## src/rtl/dallanma_cozum_birimi_if.sv

```systemverilog
// Branch resolution bus: prediction enqueue, execute resolve,
// predictor training and redirect outputs.
interface dallanma_cozum_birimi_if #(
  parameter int SAYAC_GENIS = 16
);
  logic                   i_ongoru_gecerli;
  logic                   i_ongoru;
  logic [31:0]            i_buyruk_sayaci;
  logic [31:0]            i_ongoru_hedef;
  logic                   o_hazir;
  logic                   i_cozum_gecerli;
  logic                   i_gercek_atladi;
  logic [31:0]            i_gercek_hedef;
  logic                   o_guncelle;
  logic                   o_buyruk_atladi;
  logic                   o_ongoru_yanlis;
  logic [31:0]            o_duzeltme_adresi;
  logic                   o_hata;
  logic [SAYAC_GENIS-1:0] o_dallanma_sayisi;
  logic [SAYAC_GENIS-1:0] o_yanlis_sayisi;

  modport master (
    output i_ongoru_gecerli, i_ongoru, i_buyruk_sayaci,
    output i_ongoru_hedef, i_cozum_gecerli,
    output i_gercek_atladi, i_gercek_hedef,
    input  o_hazir, o_guncelle, o_buyruk_atladi,
    input  o_ongoru_yanlis, o_duzeltme_adresi, o_hata,
    input  o_dallanma_sayisi, o_yanlis_sayisi
  );

  modport slave (
    input  i_ongoru_gecerli, i_ongoru, i_buyruk_sayaci,
    input  i_ongoru_hedef, i_cozum_gecerli,
    input  i_gercek_atladi, i_gercek_hedef,
    output o_hazir, o_guncelle, o_buyruk_atladi,
    output o_ongoru_yanlis, o_duzeltme_adresi, o_hata,
    output o_dallanma_sayisi, o_yanlis_sayisi
  );
endinterface

```

## src/rtl/dallanma_cozum_birimi.sv

```systemverilog
// Branch resolution: in-order prediction FIFO, mispredict
// detection with redirect and flush, saturating statistics.
module dallanma_cozum_birimi #(
  parameter int DERINLIK    = 4,
  parameter int SAYAC_GENIS = 16
) (
  input logic                    i_saat,
  input logic                    i_reset,
  dallanma_cozum_birimi_if.slave bus
);
  localparam int AW = $clog2(DERINLIK);
  localparam int PW = AW + 1;

  typedef enum logic {
    CALISMA  = 1'b0,
    BOSALTMA = 1'b1
  } durum_t;

  durum_t durum_q, durum_d;

  logic [PW-1:0] yaz_q, yaz_d;
  logic [PW-1:0] oku_q, oku_d;
  logic [PW-1:0] sayi;

  logic        ongoru_m [DERINLIK];
  logic [31:0] pc_m     [DERINLIK];
  logic [31:0] hedef_m  [DERINLIK];

  logic        guncelle_q, guncelle_d;
  logic        atladi_q, atladi_d;
  logic        yanlis_q, yanlis_d;
  logic [31:0] duzeltme_q, duzeltme_d;
  logic        hata_q, hata_d;

  logic [SAYAC_GENIS-1:0] dal_q, dal_d;
  logic [SAYAC_GENIS-1:0] yan_q, yan_d;

  logic        dolu, bos, hazir;
  logic        kabul, cozum, yanlis, yaz;
  logic        bas_ongoru;
  logic [31:0] bas_pc, bas_hedef;

  assign sayi  = yaz_q - oku_q;
  assign dolu  = (sayi == PW'(DERINLIK));
  assign bos   = (yaz_q == oku_q);
  assign hazir = (durum_q == CALISMA) && !dolu;

  assign bas_ongoru = ongoru_m[oku_q[AW-1:0]];
  assign bas_pc     = pc_m[oku_q[AW-1:0]];
  assign bas_hedef  = hedef_m[oku_q[AW-1:0]];

  // Next-state: enqueue/resolve decisions, flush and outputs
  always_comb begin
    durum_d    = CALISMA;
    yaz_d      = yaz_q;
    oku_d      = oku_q;
    guncelle_d = 1'b0;
    atladi_d   = atladi_q;
    yanlis_d   = 1'b0;
    duzeltme_d = duzeltme_q;
    hata_d     = hata_q;
    dal_d      = dal_q;
    yan_d      = yan_q;
    kabul      = bus.i_ongoru_gecerli && hazir;
    cozum      = bus.i_cozum_gecerli && (durum_q == CALISMA) && !bos;
    yanlis     = 1'b0;

    if (durum_q == CALISMA) begin
      if (bus.i_ongoru_gecerli && !hazir)
        hata_d = 1'b1;
      if (bus.i_cozum_gecerli && bos)
        hata_d = 1'b1;
    end

    if (cozum) begin
      yanlis = (bas_ongoru != bus.i_gercek_atladi) ||
               (bas_ongoru && bus.i_gercek_atladi &&
                (bas_hedef != bus.i_gercek_hedef));
      guncelle_d = 1'b1;
      atladi_d   = bus.i_gercek_atladi;
      oku_d      = oku_q + PW'(1);
      if (dal_q != '1)
        dal_d = dal_q + SAYAC_GENIS'(1);
    end

    if (kabul)
      yaz_d = yaz_q + PW'(1);

    if (yanlis) begin
      yanlis_d   = 1'b1;
      duzeltme_d = bus.i_gercek_atladi ? bus.i_gercek_hedef
                                       : bas_pc + 32'd4;
      yaz_d      = oku_d;
      durum_d    = BOSALTMA;
      if (yan_q != '1)
        yan_d = yan_q + SAYAC_GENIS'(1);
    end

    yaz = kabul && !yanlis;
  end

  // State, pointer and output registers
  always_ff @(posedge i_saat or posedge i_reset) begin
    if (i_reset) begin
      durum_q    <= CALISMA;
      yaz_q      <= '0;
      oku_q      <= '0;
      guncelle_q <= 1'b0;
      atladi_q   <= 1'b0;
      yanlis_q   <= 1'b0;
      duzeltme_q <= '0;
      hata_q     <= 1'b0;
      dal_q      <= '0;
      yan_q      <= '0;
    end else begin
      durum_q    <= durum_d;
      yaz_q      <= yaz_d;
      oku_q      <= oku_d;
      guncelle_q <= guncelle_d;
      atladi_q   <= atladi_d;
      yanlis_q   <= yanlis_d;
      duzeltme_q <= duzeltme_d;
      hata_q     <= hata_d;
      dal_q      <= dal_d;
      yan_q      <= yan_d;
    end
  end

  // FIFO storage; contents are don't-care outside the pointers
  always_ff @(posedge i_saat) begin
    if (yaz) begin
      ongoru_m[yaz_q[AW-1:0]] <= bus.i_ongoru;
      pc_m[yaz_q[AW-1:0]]     <= bus.i_buyruk_sayaci;
      hedef_m[yaz_q[AW-1:0]]  <= bus.i_ongoru_hedef;
    end
  end

  assign bus.o_hazir           = hazir;
  assign bus.o_guncelle        = guncelle_q;
  assign bus.o_buyruk_atladi   = atladi_q;
  assign bus.o_ongoru_yanlis   = yanlis_q;
  assign bus.o_duzeltme_adresi = duzeltme_q;
  assign bus.o_hata            = hata_q;
  assign bus.o_dallanma_sayisi = dal_q;
  assign bus.o_yanlis_sayisi   = yan_q;
endmodule

```

## src/flat_wrapper.sv

```systemverilog
// flat-port wrapper written by rule: the top's interface ports become plain ports
module dallanma_cozum_birimi_flat 
#(
  parameter int DERINLIK    = 4,
  parameter int SAYAC_GENIS = 16
)
  (i_saat, i_reset, bus_i_ongoru_gecerli, bus_i_ongoru, bus_i_buyruk_sayaci, bus_i_ongoru_hedef, bus_i_cozum_gecerli, bus_i_gercek_atladi, bus_i_gercek_hedef, bus_o_hazir, bus_o_guncelle, bus_o_buyruk_atladi, bus_o_ongoru_yanlis, bus_o_duzeltme_adresi, bus_o_hata, bus_o_dallanma_sayisi, bus_o_yanlis_sayisi);
  dallanma_cozum_birimi_if #(.SAYAC_GENIS(SAYAC_GENIS)) bus_i ();
  input logic i_saat;
  input logic i_reset;
  input wire logic [$bits(bus_i.i_ongoru_gecerli)-1:0] bus_i_ongoru_gecerli;
  input wire logic [$bits(bus_i.i_ongoru)-1:0] bus_i_ongoru;
  input wire logic [$bits(bus_i.i_buyruk_sayaci)-1:0] bus_i_buyruk_sayaci;
  input wire logic [$bits(bus_i.i_ongoru_hedef)-1:0] bus_i_ongoru_hedef;
  input wire logic [$bits(bus_i.i_cozum_gecerli)-1:0] bus_i_cozum_gecerli;
  input wire logic [$bits(bus_i.i_gercek_atladi)-1:0] bus_i_gercek_atladi;
  input wire logic [$bits(bus_i.i_gercek_hedef)-1:0] bus_i_gercek_hedef;
  output wire logic [$bits(bus_i.o_hazir)-1:0] bus_o_hazir;
  output wire logic [$bits(bus_i.o_guncelle)-1:0] bus_o_guncelle;
  output wire logic [$bits(bus_i.o_buyruk_atladi)-1:0] bus_o_buyruk_atladi;
  output wire logic [$bits(bus_i.o_ongoru_yanlis)-1:0] bus_o_ongoru_yanlis;
  output wire logic [$bits(bus_i.o_duzeltme_adresi)-1:0] bus_o_duzeltme_adresi;
  output wire logic [$bits(bus_i.o_hata)-1:0] bus_o_hata;
  output wire logic [$bits(bus_i.o_dallanma_sayisi)-1:0] bus_o_dallanma_sayisi;
  output wire logic [$bits(bus_i.o_yanlis_sayisi)-1:0] bus_o_yanlis_sayisi;
  assign bus_i.i_ongoru_gecerli = bus_i_ongoru_gecerli;
  assign bus_i.i_ongoru = bus_i_ongoru;
  assign bus_i.i_buyruk_sayaci = bus_i_buyruk_sayaci;
  assign bus_i.i_ongoru_hedef = bus_i_ongoru_hedef;
  assign bus_i.i_cozum_gecerli = bus_i_cozum_gecerli;
  assign bus_i.i_gercek_atladi = bus_i_gercek_atladi;
  assign bus_i.i_gercek_hedef = bus_i_gercek_hedef;
  assign bus_o_hazir = bus_i.o_hazir;
  assign bus_o_guncelle = bus_i.o_guncelle;
  assign bus_o_buyruk_atladi = bus_i.o_buyruk_atladi;
  assign bus_o_ongoru_yanlis = bus_i.o_ongoru_yanlis;
  assign bus_o_duzeltme_adresi = bus_i.o_duzeltme_adresi;
  assign bus_o_hata = bus_i.o_hata;
  assign bus_o_dallanma_sayisi = bus_i.o_dallanma_sayisi;
  assign bus_o_yanlis_sayisi = bus_i.o_yanlis_sayisi;
  dallanma_cozum_birimi #(.DERINLIK(DERINLIK), .SAYAC_GENIS(SAYAC_GENIS)) u_core (.i_saat(i_saat), .i_reset(i_reset), .bus(bus_i));
endmodule
```

## config.mk

```make
export PLATFORM = sky130hd
export DESIGN_NAME = dallanma_cozum_birimi_flat
export DESIGN_NICKNAME = d
export VERILOG_FILES = /design/src/rtl/dallanma_cozum_birimi_if.sv /design/src/rtl/dallanma_cozum_birimi.sv /design/src/flat_wrapper.sv
export SDC_FILE = /design/constraint.sdc
export NUM_CORES = 1
export LEC_CHECK = 0
export BUFFER_PORTS_ARGS = -buffer_cell sky130_fd_sc_hd__buf_2
export CAP_MARGIN = 10
export CORE_MARGIN = 3
export CORE_UTILIZATION = 40
export CTS_CLUSTER_DIAMETER = 40
export DETAILED_ROUTE_END_ITERATION = 12
export SKIP_LAST_GASP = 1
export SYNTH_ARGS = -nofsm -noshare
export SYNTH_HDL_FRONTEND = slang
export SYNTH_SLANG_ARGS = --single-unit
```

## constraint.sdc

```tcl
create_clock -name i_saat -period 7.4 [get_ports i_saat]
set_input_delay 0.37 -clock i_saat [delete_from_list [all_inputs] [get_ports i_saat]]
set_output_delay 0.37 -clock i_saat [all_outputs]
set_load 0.05 [all_outputs]
```

==> results.sh <==
export IMPL_outcome="complete, no violations"
export IMPL_placed_area_sq_mm=0.0153
export IMPL_area_growth_pct=19.8
export IMPL_fmax_mhz=195
export IMPL_tns_ns=0
export IMPL_grt_pass1_wl_mm=49.1
export IMPL_setup_viol=0
export IMPL_wl_per_cell_microns=22.1
export IMPL_yosys_warnings=0
export IMPL_synth_async_reset_ratio=0.222
export IMPL_grt_overflow=0
export IMPL_vias=7735
export IMPL_start_kind="register"
export IMPL_ys_seq_area_frac=0.695
export IMPL_postRouteAntennaNets=0
export IMPL_reg2reg_from="u_core.oku_q[0]"
export IMPL_cp_arrival_ns=5.34
export IMPL_cellLeakagePower_nw=6.14
export IMPL_yosysUniqueCellTypes=41
export IMPL_htree_levels=2
export IMPL_maxCapViolations=0
export IMPL_ys_ff_latch=334
export IMPL_hold_class="in -> reg"
export IMPL_grt_pass1_vias=7829
export IMPL_required_ns=7.60
export IMPL_fin_area_sq_mm=0.0167
export IMPL_r2r_setup_slack_ns=2.27
export IMPL_place_congestion=0.769
export IMPL_drc=0
export IMPL_first_pass_iters=5
export IMPL_grtUsageTotal=0.179
export IMPL_synth_avg_cell_area_sq_um=17.4
export IMPL_nNetsFinal=1115
export IMPL_die_w_microns=192
export IMPL_num_rows=67
export IMPL_cts_buffers_inserted=43
export IMPL_slew_headroom=0.322
export IMPL_worstMarginPinSlew_ns=1.02
export IMPL_clkSinkCount=334
export IMPL_dpl_hpwl_mm=22.7
export IMPL_reg2reg_to="u_core.pc_m[0][2]"
export IMPL_antenna_found_initial=3
export IMPL_synth_edf_count=260
export IMPL_worst_r2r_cell_count=10
export IMPL_drive_above_1_share=0.329
export IMPL_syn_inst=800
export IMPL_endpoint_kind="register"
export IMPL_clk_path_buf_depth=3
export IMPL_holdBufCountCts=0
export IMPL_grt_max_degree=75
export IMPL_path_clk_slew_ns=0.05
export IMPL_routed_wl_mm=32.8
export IMPL_finalClockSkew_ns=0.0198
export IMPL_period_needed_ns=5.13
export IMPL_powerDensity_mw_per_mm2=426
export IMPL_regArea_sq_mm=0.00966
export IMPL_die_h_microns=192
export IMPL_finalPower_mw=7.09
export IMPL_worst_path_max_fanout=45
export IMPL_multi_input_area_sq_mm=0.00401
export IMPL_drv_slew=0
export IMPL_core_area_sq_mm=0.0339
export IMPL_io_buffers=170
export IMPL_root_buffer="clkbuf_16"
export IMPL_post_route_period_util=0.694
export IMPL_cts_tree="yes"
export IMPL_drt_iter0_markers=439
export IMPL_synthesis_area_sq_mm=0.0139
export IMPL_start_util=0.411
export IMPL_syn_num_nets=913
export IMPL_setup_ws_ns=2.27
export IMPL_worst_skew_pair_late_latency_ns=0.54
export IMPL_viasPerCell=5.21
export IMPL_ys_flop_type="edfxtp_1"
export IMPL_ctsResizeCount=0
export IMPL_rsz0062_at_grt="no"
export IMPL_num_io_pins=171
export IMPL_fill_cells=2888
export IMPL_dieArea_sq_mm=0.0370
export IMPL_pre_cts_ws_ns=2.07
export IMPL_crit_type="reg -> reg"
export IMPL_ir_worst_vdd_mv=0.272
export IMPL_cp_startpoint="u_core.oku_q[0]"
export IMPL_utilization=0.492
export IMPL_crit_end="u_core.pc_m[0][2]"
export IMPL_finalHoldViolCount=0
export IMPL_cts_setup_buffers=0
==> power breakdown <==
part / total [mW] / switching, mW / internal, mW
Sequential: 2.77 / 0.268 / 2.50
Combinational: 2.32 / 1.43 / 0.890
Clock: 2.01 / 0.795 / 1.21
==> synthesized netlist by cell type (2+ instances only) <==
library cell / number / area share
edfxtp_1: 260 / 0.56
dfrtp_1: 74 / 0.13
mux4_2: 65 / 0.11
xnor2_1: 57 / 0.036
nand2_1: 54 / 0.015
xor2_1: 34 / 0.021
o21ai_0: 33 / 0.012
mux2_1: 28 / 0.023
nand4_1: 23 / 0.010
nand3_1: 21 / 0.0076
nor2_1: 18 / 0.0049
nor3_1: 13 / 0.0047
inv_1: 12 / 0.0032
and3_1: 11 / 0.0049
ha_1: 11 / 0.0099
mux2_2: 9 / 0.0073
nor4_1: 9 / 0.0040
buf_6: 8 / 0.0065
clkbuf_1: 8 / 0.0022
buf_2: 7 / 0.0025
buf_4: 6 / 0.0032
nor2b_1: 6 / 0.0027
a21oi_1: 4 / 0.0014
and4_1: 4 / 0.0025
mux2i_1: 3 / 0.0022
nor3b_1: 3 / 0.0016
o21ai_1: 3 / 0.0011
and2_1: 2 / 0.00090
o31a_1: 2 / 0.0013
==> routing by layer <==
layer / vias to the layer above / part of all wire / track usage
li1: 3523 / - / -
met1: 3901 / 0.44 / 0.250
met2: 255 / 0.46 / 0.281
met3: 50 / 0.076 / 0.0472
met4: 6 / 0.018 / 0.0448
met5: - / 0.00085 / 0
==> worst min-delay path by stage <==
| stage | startpoint | to | slack [ns] | depth (start not counted) |
|---|---|---|---|---|
| 2_1_floorplan | bus_i_ongoru_hedef[0] | u_core.hedef_m[0][0] | 0.47 | 0 |
| 3_3_place_gp | u_core.bus.o_duzeltme_adresi[29] | u_core.bus.o_duzeltme_adresi[29] | 0.47 | 1 |
| 3_5_place_dp | u_core.bus.o_duzeltme_adresi[16] | u_core.bus.o_duzeltme_adresi[16] | 0.48 | 1 |
| 4_1_cts | bus_i_ongoru_hedef[0] | u_core.hedef_m[3][0] | 0.02 | 1 |
| 5_1_grt | bus_i_ongoru_hedef[0] | u_core.hedef_m[3][0] | 0.04 | 1 |
| 6_report | bus_i_buyruk_sayaci[19] | u_core.pc_m[2][19] | 0.05 | 1 |
==> cells by family (layout without fill, tap and decap cells) <==
group,Yosys count,count (layout),synth area share
XOR/XNOR,91,91,0.0573
AO/OA/AOI/OAI,49,49,0.0204
adder cells (fa/ha/maj),11,11,0.00990
other,0,1,0
buffers and inverters,41,276,0.0176
AND/OR/NAND/NOR,169,169,0.0628
multiplexers,105,105,0.137
flip-flops,334,334,0.695
==> state kept, by name (all words and copies together), names as in the netlist <==
register and count:
u_core.hedef_m 128, u_core.pc_m 128, u_core.bus.o_duzeltme_adresi 32, u_core.bus.o_dallanma_sayisi 16, u_core.bus.o_yanlis_sayisi 16, u_core.ongoru_m 4, u_core.oku_q 3, u_core.yaz_q 3
u_core.bus.o_buyruk_atladi 1, u_core.bus.o_guncelle 1, u_core.bus.o_hata 1, u_core.durum_q 1
==> cell usage in the layout (no fill, tap or decap), types with 5 or more instances in the layout <==
cell	synthesis	layout
edfxtp_1	260	260
buf_2	7	170
dfrtp_1	74	72
mux4_2	65	65
xnor2_1	57	57
nand2_1	54	54
clkbuf_16	0	45
xor2_1	34	34
o21ai_0	33	33
mux2_1	28	28
nand4_1	23	23
nand3_1	21	21
nor2_1	18	18
buf_4	6	16
nor3_1	13	13
inv_1	12	11
ha_1	11	11
nor4_1	9	9
mux2_2	9	9
and3_1	11	8
clkinv_1	0	7
nor2b_1	6	5
clkinv_2	0	5
==> final cells by class <==
cell class                      count  area share
Inverter                           12     0.00278
Clock buffer                       51      0.0701
Tap cell                          448      0.0336
Multi-Input combinational cell    425       0.241
Antenna cell                        1    0.000150
Sequential cell                   334       0.580
Clock inverter                     27      0.0144
Timing Repair Buffer              186      0.0583
==> metrics by stage <==
stage | cells | hold WS, ns
3_3_place_gp | 1405 | 0.470
6_report | 1484 | 0.0547
4_1_cts | 1483 | 0.0206
3_5_place_dp | 1405 | 0.478
2_1_floorplan | 800 | 0.469
5_1_grt | 1483 | 0.0350
==> critical path: stages, from the launching register on <==
cell and delay (ns):
dfrtp_4 1.00, buf_4 0.39, mux4_2 0.54, xnor2_1 0.18, nand4_1 0.19, nor3_1 0.17
and3_1 0.17, buf_4 0.25, or2b_4 0.54, and3_2 0.87, buf_4 0.44
Note: power is estimated with default switching activity, not from simulation.
